--- src/rtl/song_pkg.sv ---
// song_pkg: note codes, half-period table, song ROM and FSM state for the music-box sequencer
package song_pkg;

    typedef enum logic [3:0] {REST, C4, D4, E4, F4, G4, A4, AS4, B4, C5} note_e;

    typedef enum logic [1:0] {IDLE, LOAD, SOUND, GAP} state_t;

    localparam int SONG_LEN = 25;

    // Divisors are twice the rounded note frequency, so each entry folds to a constant.
    function automatic logic [15:0] half_period_of(logic [3:0] code, int unsigned clk_hz);
        case (code)
            C4:      return 16'(clk_hz / 524);
            D4:      return 16'(clk_hz / 588);
            E4:      return 16'(clk_hz / 660);
            F4:      return 16'(clk_hz / 698);
            G4:      return 16'(clk_hz / 784);
            A4:      return 16'(clk_hz / 880);
            AS4:     return 16'(clk_hz / 932);
            B4:      return 16'(clk_hz / 988);
            C5:      return 16'(clk_hz / 1046);
            default: return 16'd0;
        endcase
    endfunction

    // Entries are {code[3:0], dur_ms[9:0]}.
    localparam logic [13:0] SONG_ROM [SONG_LEN] = '{
        {C4, 10'd225}, {C4, 10'd75}, {D4, 10'd300}, {C4, 10'd300}, {F4, 10'd300},
        {E4, 10'd600}, {C4, 10'd225}, {C4, 10'd75}, {D4, 10'd300}, {C4, 10'd300},
        {G4, 10'd300}, {F4, 10'd600}, {C4, 10'd225}, {C4, 10'd75}, {C5, 10'd300},
        {A4, 10'd300}, {F4, 10'd300}, {E4, 10'd300}, {D4, 10'd600}, {AS4, 10'd225},
        {AS4, 10'd75}, {AS4, 10'd300}, {F4, 10'd300}, {G4, 10'd300}, {F4, 10'd600}
    };

endpackage

--- src/rtl/song_sequencer_if.sv ---
// song_sequencer_if: play control in, tone-stage drive out
interface song_sequencer_if;
    logic        play;
    logic        restart;
    logic [15:0] half_period;
    logic        tone_en;
    logic [4:0]  note_idx;
    logic        note_strobe;
    logic        song_done;

    modport master (output play, restart, input half_period, tone_en, note_idx, note_strobe, song_done);
    modport slave  (input play, restart, output half_period, tone_en, note_idx, note_strobe, song_done);
endinterface

--- src/rtl/song_sequencer_tick_prescaler.sv ---
// tick_prescaler: divides clk down to a one-cycle duration tick, freezable and clearable
module tick_prescaler #(
    parameter int unsigned DIV = 12_000
) (
    input  logic clk,
    input  logic rst_n,
    input  logic en,
    input  logic clr,
    output logic tick
);
    localparam int W = $clog2(DIV + 1);

    logic [W-1:0] cnt;

    assign tick = en && cnt == W'(DIV - 1);

    always_ff @(posedge clk) begin
        if (!rst_n || clr)
            cnt <= '0;
        else if (en)
            cnt <= tick ? '0 : cnt + 1'b1;
    end
endmodule

--- src/rtl/song_sequencer.sv ---
// song_sequencer: walks the song ROM and drives the tone stage with divisor, enable and note timing
module song_sequencer
    import song_pkg::*;
#(
    parameter int unsigned CLK_HZ    = 12_000_000,
    parameter int unsigned TICK_HZ   = 1000,
    parameter int unsigned GAP_TICKS = 20
) (
    input logic              clk,
    input logic              rst_n,
    song_sequencer_if.slave  bus
);
    state_t      state;
    logic [13:0] cur;
    logic [13:0] rom_word;
    logic [9:0]  tick_cnt;
    logic [9:0]  sound_ticks;
    logic        tick;
    logic        running;
    logic        sound_end;
    logic        gap_end;
    logic        last_note;

    assign rom_word    = SONG_ROM[bus.note_idx];
    assign sound_ticks = cur[9:0] > 10'(GAP_TICKS) ? cur[9:0] - 10'(GAP_TICKS) : 10'd1;
    assign running     = bus.play && (state == SOUND || state == GAP);
    assign sound_end   = tick && tick_cnt == sound_ticks - 10'd1;
    assign gap_end     = tick && tick_cnt == 10'(GAP_TICKS - 1);
    assign last_note   = bus.note_idx == 5'(SONG_LEN - 1);

    tick_prescaler #(.DIV(CLK_HZ / TICK_HZ)) u_prescaler (
        .clk  (clk),
        .rst_n(rst_n),
        .en   (running),
        .clr  (state == LOAD || bus.restart),
        .tick (tick)
    );

    always_ff @(posedge clk) begin
        if (!rst_n) begin
            state           <= IDLE;
            cur             <= '0;
            tick_cnt        <= '0;
            bus.half_period <= '0;
            bus.tone_en     <= 1'b0;
            bus.note_idx    <= '0;
            bus.note_strobe <= 1'b0;
            bus.song_done   <= 1'b0;
        end else begin
            bus.note_strobe <= 1'b0;
            bus.song_done   <= 1'b0;
            if (bus.restart) begin
                state        <= bus.play ? LOAD : IDLE;
                tick_cnt     <= '0;
                bus.tone_en  <= 1'b0;
                bus.note_idx <= '0;
            end else begin
                case (state)
                    IDLE: state <= bus.play ? LOAD : IDLE;
                    LOAD: begin
                        cur             <= rom_word;
                        tick_cnt        <= '0;
                        bus.half_period <= half_period_of(rom_word[13:10], CLK_HZ);
                        bus.tone_en     <= bus.play && rom_word[13:10] != REST;
                        bus.note_strobe <= 1'b1;
                        state           <= SOUND;
                    end
                    SOUND: begin
                        tick_cnt    <= sound_end ? '0 : tick_cnt + 10'(tick);
                        bus.tone_en <= !sound_end && bus.play && cur[13:10] != REST;
                        state       <= sound_end ? GAP : SOUND;
                    end
                    GAP: begin
                        tick_cnt <= gap_end ? '0 : tick_cnt + 10'(tick);
                        state    <= gap_end ? LOAD : GAP;
                        if (gap_end) begin
                            bus.note_idx  <= last_note ? '0 : bus.note_idx + 5'd1;
                            bus.song_done <= last_note;
                        end
                    end
                endcase
            end
        end
    end
endmodule
--- src/flat_wrapper.sv ---
// flat-port wrapper written by rule: the top's interface ports become plain ports
module song_sequencer_flat import song_pkg::*;
#(
    parameter int unsigned CLK_HZ    = 12_000_000,
    parameter int unsigned TICK_HZ   = 1000,
    parameter int unsigned GAP_TICKS = 20
)
  (clk, rst_n, bus_play, bus_restart, bus_half_period, bus_tone_en, bus_note_idx, bus_note_strobe, bus_song_done);
  song_sequencer_if bus_i ();
  input logic clk;
  input logic rst_n;
  input wire logic [$bits(bus_i.play)-1:0] bus_play;
  input wire logic [$bits(bus_i.restart)-1:0] bus_restart;
  output wire logic [$bits(bus_i.half_period)-1:0] bus_half_period;
  output wire logic [$bits(bus_i.tone_en)-1:0] bus_tone_en;
  output wire logic [$bits(bus_i.note_idx)-1:0] bus_note_idx;
  output wire logic [$bits(bus_i.note_strobe)-1:0] bus_note_strobe;
  output wire logic [$bits(bus_i.song_done)-1:0] bus_song_done;
  assign bus_i.play = bus_play;
  assign bus_i.restart = bus_restart;
  assign bus_half_period = bus_i.half_period;
  assign bus_tone_en = bus_i.tone_en;
  assign bus_note_idx = bus_i.note_idx;
  assign bus_note_strobe = bus_i.note_strobe;
  assign bus_song_done = bus_i.song_done;
  song_sequencer #(.CLK_HZ(CLK_HZ), .TICK_HZ(TICK_HZ), .GAP_TICKS(GAP_TICKS)) u_core (.clk(clk), .rst_n(rst_n), .bus(bus_i));
endmodule
--- config.mk ---
export PLATFORM = sky130hd
export DESIGN_NAME = song_sequencer_flat
export DESIGN_NICKNAME = d
export VERILOG_FILES = /design/src/rtl/song_pkg.sv /design/src/rtl/song_sequencer_if.sv /design/src/rtl/song_sequencer_tick_prescaler.sv /design/src/rtl/song_sequencer.sv /design/src/flat_wrapper.sv
export SDC_FILE = /design/constraint.sdc
export NUM_CORES = 1
export LEC_CHECK = 0
export CAP_MARGIN = 10
export CORE_MARGIN = 2
export CORE_UTILIZATION = 50
export CTS_CLUSTER_SIZE = 10
export DETAILED_ROUTE_END_ITERATION = 7
export MAX_ROUTING_LAYER = met4
export PLACE_DENSITY = 0.67
export SLEW_MARGIN = 5
export SYNTH_ARGS = -nofsm -noshare
export SYNTH_HDL_FRONTEND = slang
export SYNTH_HIERARCHICAL = 1
export SYNTH_SLANG_ARGS = --single-unit
--- constraint.sdc ---
create_clock -name clk -period 4.89 [get_ports clk]
set_input_delay 0.978 -clock clk [delete_from_list [all_inputs] [get_ports clk]]
set_output_delay 0.978 -clock clk [all_outputs]
set_load 0.01 [all_outputs]
======== Word level (Yosys, flattened, before mapping) ========
Memory sizes are Yosys's and may differ from the RTL's. A register that Yosys moved wholly into a read port is not among the register bits.
Cells that the tools add are included.
storage, ports and cells
  output and inout port bits .............. 24
  logic and storage cells ................. 67
  flip-flop bits (word level) ............. 64
  memories kept ........................... 2
  input bits .............................. 4
  memory bits (read-only) ................. 688
memories
  memory            words  width  read ports  clocked after memory_dff  wr ports  RTL line              RTL
  (name not given)  32     14     1           0                         0         song_sequencer.sv:24  assign rom_word = SONG_ROM[bus.note_idx];
  (name not given)  16     15     1           1                         0         song_pkg.sv:12        case (code)
operators by class
  magnitude comparators ................... 2
  bitwise gates (word level) .............. 5
  $add $sub $neg .......................... 5
  reduce and logical (&&, ||, !) cells .... 22
  muxes and demuxes ....................... 15
  equality and inequality tests ........... 7
operators by type and width
  kind                                                                              count
  14-bit 2-to-1 mux                                                                 3
  10-bit 2-to-1 mux                                                                 3
  10-bit one-hot mux with 3 select lines                                            1
  14-bit by 1-bit adder with 14-bit output, second input constant                   1
  14-bit == test, second input constant                                             1
  10-bit by 1-bit adder with 10-bit output                                          1
  10-bit == test                                                                    1
  10-bit by 5-bit == test with 1-bit output, second input constant                  1
  10-bit by 5-bit greater-than comparator with 1-bit output, second input constant  1
  10-bit by 1-bit subtractor with 10-bit output, second input constant              1
  10-bit by 5-bit subtractor with 10-bit output, second input constant              1
  2-bit one-hot mux with 4 select lines                                             1
  4-bit nonzero test                                                                2
  1-bit logical AND                                                                 7
  6-bit greater-or-equal comparator, second input constant                          1
  5-bit inverter with 6-bit output                                                  1
  5-bit by 1-bit adder with 5-bit output, second input constant                     1
  5-bit == test, second input constant                                              1
  5-bit 2-to-1 mux                                                                  1
  2-bit == test, second input constant                                              2
  2-bit 2-to-1 mux                                                                  2
  1-bit inverter                                                                    4
  2-bit AND reduction                                                               2
  4-bit OR reduction                                                                1
  other kinds (9)                                                                   15

======== Longest topological paths before layout ========
  depth after elaboration ................. 9
  gate-level depth with buffers ........... 16
  depth with buffers taken out ............ 13

======== By module ========
The synthesis kept the hierarchy.
modules (own cells, without submodules)
  module          instances  sequential area each (um^2)  area an instance (um^2)  cells each
  song_sequencer  1          940.9                        3220.6                   406
  tick_prescaler  1          280.3                        690.7                    77

======== Worst setup path before layout ========
Ideal clock, no wire load.
  kind .................................... input to register
  start point ............................. in bus_play
  end point ............................... reg u_core.tick_cnt[3]
  data required time ...................... 4773 ps
  path buffers ............................ 2
  setup slack ............................. 1289 ps
  arrival ................................. 3484 ps
  setup time .............................. 117 ps
  stages on the path ...................... 12
  path through ............................ and2_1 nand4_2 buf_6 nor3_1 nor4bb_1 nand4_1 or4_1 nand2_1 nor4b_2 a2111oi_4 buf_6 a22o_1
on the way
  word-level cells in the longest chain between the ends .. 5
  elaborated cells on any way between the ends .. 8
  classes of those cells .................. 1 x add/sub; 3 x mux; 4 x reduce/logical
ends and longest elaborated chain
  element                                                                 RTL line                                    RTL
  start: declaration                                                      flat_wrapper.sv:12                          input wire logic [$bits(bus_i.play)-1:0] bus_play;
  1-bit logical AND *                                                     song_sequencer.sv:26                        assign running = bus.play && (state == SOUND || state == GAP);
  1-bit logical AND *                                                     song_sequencer_tick_prescaler.sv:15         assign tick = en && cnt == W'(DIV - 1);
  named net u_core.tick                                                   song_sequencer.sv:18                        logic tick;
  10-bit by 1-bit adder with 10-bit output, or another cell as far along  song_sequencer.sv:69, song_sequencer.sv:74
  10-bit 2-to-1 mux, on equally long branches                             song_sequencer.sv:74, song_sequencer.sv:69
  10-bit one-hot mux with 3 select lines *                                song_sequencer.sv:58                        case (state)
  end signal: assignment                                                  song_sequencer.sv:69                        tick_cnt <= sound_end ? '0 : tick_cnt + 10'(tick);
  end signal: assignment                                                  song_sequencer.sv:74                        tick_cnt <= gap_end ? '0 : tick_cnt + 10'(tick);
  end: declaration                                                        song_sequencer.sv:16                        logic [9:0] tick_cnt;
Mark *: on every way through the listed nets, which the timed path passes. The rest lies on a longest branch.
A chain may end at the register's enable or synchronous reset.

======== Worst setup path in the final report ========
  start point ............................. in bus_play
  end point ............................... reg u_core.tick_cnt[4]
on the way
  word-level cells in the longest chain between the ends .. 5
  elaborated cells on any way between the ends .. 8
  classes of those cells .................. 1 x add/sub; 3 x mux; 4 x reduce/logical
ends and longest elaborated chain
  element                                                                 RTL line                                    RTL
  1-bit logical AND *                                                     song_sequencer.sv:26
  named net u_core.running                                                song_sequencer.sv:19                        logic running;
  1-bit logical AND *                                                     song_sequencer_tick_prescaler.sv:15
  named net u_core.tick                                                   song_sequencer.sv:18
  10-bit by 1-bit adder with 10-bit output, or another cell as far along  song_sequencer.sv:69, song_sequencer.sv:74
  10-bit 2-to-1 mux, on equally long branches                             song_sequencer.sv:74, song_sequencer.sv:69
  10-bit one-hot mux with 3 select lines *                                song_sequencer.sv:58
Marks and branches as above.

==> results.ini <==
[logic_synthesis]
yosys.area_share.xor_xnor_pct=6.718
yosys_register_bits=61
ys_seq_area_share_pct=31.22
synth_mux_area_share_pct=1.823
synth-simple-area-share_pct=25.08
synth_top_family_by_area=simple AND/OR/NAND/NOR gates
synthAdderAreaFrac_pct=7.358
syn_avg_cell_area_sq_um=8.098
yosys.area.top_type=dfxtp_1
synth_edf_count=0
synth_area_leaders=dfxtp_1, ha_1, a21oi_1
yosys_most_used_dff=dfxtp_1
yosysWarningCount=21
synth_compound_area_share_pct=22.81
syn_area_sq_mm=0.003911
yosysUniqueCellTypes=66
syn_inst=483
synth_fp_nets=510
ys_async_sr_fraction_pct=0
synth_top_area_share_pct=31.22

[sta]
post-route-min-period_ns=3.849
max_freq_mhz=259.8
hold-worst-slack_ns=0.4818
worst_pin_slew_ns=0.8390
maxSlewViolCount=0
fin_tns_setup_ns=0
relSlewSlack_pct=44.07
fin_worst_skew_ns=0.01015
hold_viol_final=0
setup_violations=0
post-route-period-util_pct=78.72
finalWorstSetupSlack_ns=1.041
rsz0062_at_grt=false

[global_routing]
grt_overflow=0
antenna_found_initial=0
grt_pass1_wl_mm=14.53
grt-busiest-layer=met2
grtUsageMet2_pct=32.12
grt_max_degree=33
grt_util_met3_pct=3.580
use_met1_pct=28.72
track_usage_pct=21.33
grt_pass1_vias=3129

[power_and_ir_drop]
pwr-share-comb_pct=12.9
p_int_uw=818.3
power_density_mw_per_mm2=250.1
p_sw_share_pct=25.74
ir_drop_mv=0.1935
switchingPower_uw=283.6
seqPwrFrac_pct=47.2
leakagePower_nw=1.613
clkPwrFrac_pct=39.9

[worst_setup_path]
path_class=in -> reg
crit_path_start_kind=primary input
arrival_ns=4.08
crit_fanout=15
worst_ep_required_time_ns=5.12
end_kind=register

[cells_and_area]
n_fill_cell=722
area_delta_synth_final_pct=12.67
stdcell_count=604
final_cell_mix=dfxtp_1, nor2_1, nand2_1, a21oi_1, o21ai_0
drive_gt1_share_pct=7.769
nets=525
diodes=0
layout_commonest_cell=dfxtp_1
stdcell_area_sq_mm=0.004407

[placement]
hpwlAfterDp_mm=6.019
dp_worst_setup_slack_ns=0.7120
place_area_sq_mm=0.004217
dp.cells=589
routabilityCongestion=0.9076
port_buffers=26

[drt]
antenna_left=0
drc=0
drtPass1Iterations=4
drt_iter0_drc=178
num_vias=3434
routed_wl_mm=8.575
wl_per_cell_microns=14.20
vias_per_cell=5.685

[floorplan]
chipHeight_microns=92.45
dieWidth_microns=92.45
start_util_pct=51.15
io_pins=28
coreArea_sq_mm=0.007647
num_rows=32
dieArea_sq_mm=0.008546

[clock_network]
clock_path_buffers=2
cts.htree.levels=3
post_cts_buffers=0
cts_buffers=9
cts_tree=done
clk_latency_ns=0.33
clkSlewWorstSetupHoldPaths_ns=0.07
cts-root-buf=clkbuf_8
hold_buffers=0
cts.sinks=61
ctsResizeCount=0

[hold_path]
hold_class=reg -> reg

[flow_run]
max_cap_viol_count=0

[run_status]
outcome=complete, no violations

[worst max-delay path, stage by stage]
cell and delay (ns):
clkdlybuf4s50_1 0.51, and2_1 0.28, nand4_2 0.12, nor3_1 0.29, nor4bb_1 0.30, nand4_1 0.11
or4_1 0.47, nand2_1 0.12, nor4b_2 0.31, a2111oi_4 0.21, a21o_1 0.20, a22o_1 0.17
[registers in the layout, summed over array words and instances, names as in the netlist]
register and flops:
u_core/bus.half_period 15, u_core/bus.note_idx 5, u_core/bus.note_strobe 1, u_core/bus.song_done 1
u_core/bus.tone_en 1, u_core/cur 12, u_core/state 2, u_core/tick_cnt 10
u_core/u_prescaler/cnt 14
[path summary, 6_finish.rpt]
kind | start | to | slack [ns] | depth (start not counted)
hold / removal | u_core/bus.half_period[6] | u_core/bus.half_period[6] | 0.48 | 2
setup / recovery | bus_play | u_core/tick_cnt[4] | 1.04 | 12
hold reg to reg | u_core/bus.half_period[6] | u_core/bus.half_period[6] | 0.48 | 2
setup reg to reg | u_core/cur[5] | u_core/tick_cnt[5] | 1.14 | 12
[cell usage after synthesis, types with 4 or more instances]
library cell / instances
and3_1: 6
nand3_1: 17
nor4_2: 4
and2_1: 5
xor2_1: 13
or2_2: 4
mux2i_1: 6
o211a_1: 7
nor2b_1: 14
dfxtp_1: 61
a21boi_0: 4
nand2_1: 42
clkbuf_1: 17
nand3b_1: 4
a311oi_1: 4
a31oi_1: 8
nand4_1: 8
xnor2_1: 17
ha_1: 23
nor3_1: 12
nor2_1: 48
a21oi_1: 36
buf_1: 5
o21ai_0: 28
a22oi_1: 4
inv_1: 17
a22o_1: 6
nand2b_1: 5
[stage by stage]
step	total power [mW]	utilization, %
after floorplan	0.6368	-
after global placement	0.6702	55.14
after detailed placement	0.6729	55.14
after CTS	1.115	57.62
after global routing	1.156	57.62
final	1.102	57.62
[final cells by class]
class	instances	area (sq um)	area share (%)
clock inverter	4	48.80	1.107
clock buffer	11	141.4	3.208
sequential	61	1221	27.71
multi-input combinational	377	2499	56.70
inverter	17	63.81	1.448
tap	102	127.6	2.896
timing repair buffer	32	305.3	6.928
[power groups by stage]
stage	Sequential (mW)	Combinational [mW]	Clock [mW]
after global routing	0.523	0.159	0.475
after detailed placement	0.532	0.141	0
after CTS	0.520	0.143	0.452
final	0.520	0.142	0.439
after global placement	0.531	0.139	0
after floorplan	0.530	0.107	0
[layer usage]
layer,routed length (microns),share of wire [%],vias up
met5,0,0,-
met4,102,1.2,0
met3,278,3.2,8
met2,3912,46,59
met1,4281,50,1609
li1,-,-,1758
[kinds of logic (layout without fill, tap and decap cells)]
kind of cell,after synthesis,count (layout)
compound gates,128,128
simple gates,188,188
other cells,1,1
xor+xnor,30,30
flops,61,61
buf+inv,45,64
fa+ha+maj,23,23
mux,7,7
Note: power is estimated with default switching activity, not from simulation.
==> edit, RTL diff (same settings) <==
The 4 states of `state_t` get a one-hot encoding in 4 bits.
--- a/src/rtl/song_pkg.sv
+++ b/src/rtl/song_pkg.sv
@@ -3,7 +3,7 @@
 
     typedef enum logic [3:0] {REST, C4, D4, E4, F4, G4, A4, AS4, B4, C5} note_e;
 
-    typedef enum logic [1:0] {IDLE, LOAD, SOUND, GAP} state_t;
+    typedef enum logic [3:0] {IDLE = 4'b0001, LOAD = 4'b0010, SOUND = 4'b0100, GAP = 4'b1000} state_t;
 
     localparam int SONG_LEN = 25;
 
Function: same outputs for any inputs over 10 cycles, from zero or initial values and one cycle with rst_n low; not proved beyond that.
==> edit against the unedited design <==
Sequential cell count rose by 2. Critical path depth rose by 1. Total power fell by 7.4%. Area after synthesis rose by 7.3%. Cell area rose by 5.4%. Wire length rose by 13%. Highest routed layer unchanged. Largest cell class unchanged. Worst setup slack got worse by 0.12 ns. Sequential power rose by 2%. Critical endpoint is now u_core/tick_cnt[9].
==> edit: results (changes against the unedited design) <==
stage;metric;value;unit;change
status;status;finished, final reports clean;;
worst_setup_path;Reg2Reg Setup Slack;1.33;ns;+0.19 ns
power_and_ir_drop;Sw Ratio;26.8;%;+1.1 points
global_routing;met3 usage in global routing;5.06;%;+1.5 points
worst_setup_path;RR Endpoint;u_core/tick_cnt[9];;
global_routing;global-route wire length before repair;16200;µm;+11%
worst_setup_path;Worst path slowest cell;nor3_1;;
timing;measured slew at the worst slew-check pin;0.891;ns;+0.0519 ns
timing;Fmax;0.252;GHz;-3.1%
power_and_ir_drop;Pwr Density;220;nW/µm²;-12%
yosys;post-synth cell types;69;;+4.5%
yosys;sequential-to-total area share from yosys stat;30.1;%;-1.2 points
yosys;xor/xnor share of the synthesized area;5.85;%;-0.87 points
global_routing;met2 layer usage reported by global route;36.3;%;+4.2 points
route;drt initial violations;191;;+7.3%
worst_setup_path;Critical Path AT;4.19;ns;+0.11 ns
worst_setup_path;Crit path largest cell delay;0.56;ns;+0.05 ns
global_routing;met1 Resource Use GR;28.4;%;-0.33 points
power_and_ir_drop;P_clk;385;µW;-12%
route;vias;3876;;+13%
route;DRT Pass-1 Iters;5;;+1
placed_design;DP Wirelength;6810;µm;+13%
yosys;post-synthesis compound-gate area fraction;23.7;%;+0.93 points
global_routing;largest net degree at the start of global routing;36;;+9.1%
placed_design;Post-Place Cells;634;;+7.6%
placed_design;GPL Wtd Cong;0.878;;-3.3%
yosys;Post-Synth Adder-Cell Area;5.67;%;-1.7 points
worst_setup_path;launch point of the worst reg-to-reg path;u_core/state[2];;
yosys;Cells after Synth;534;;+11%
timing;Fin Hold WS;0.452;ns;-0.0302 ns
power_and_ir_drop;P_leak;0.00167;µW;+3.2%
power_and_ir_drop;Flop pwr share;52.0;%;+4.8 points
yosys;mux cell area share after synthesis;1.70;%;-0.12 points
-- edit: cell count changes in the layout (fill, tap and decap cells not counted), moves of 5 or more --
cell,change
nand3_1,+5
o31ai_1,+6
nand2_1,+10
a22o_1,-6
a211oi_1,+7
o211ai_1,+10
o21ai_1,+7
-- edit: critical path: cells and delay by family --
family	cells	cell delay, ns
buffers and inverters	1	0.53
adder cells (fa/ha/maj)	1	0.29
AO/OA/AOI/OAI	3	0.48
AND/OR/NAND/NOR	8	1.91
-- edit: routing by layer --
| layer | part of all wire (%) | wire length [µm] | up-vias |
|---|---|---|---|
| met3 | 3.8 | 369 | 10 |
| met5 | 0 | 0 | - |
| met2 | 48 | 4710 | 98 |
| li1 | - | - | 1938 |
| met1 | 47 | 4560 | 1830 |
| met4 | 0.94 | 91 | 0 |
-- edit: final cells by class --
class,count,area (µm²)
fill,775,3530
multi-input combinational,419,2730
sequential,63,1260
timing repair buffer,32,305
tap,105,131
clock buffer,10,128
inverter,15,56.3
clock inverter,6,37.5
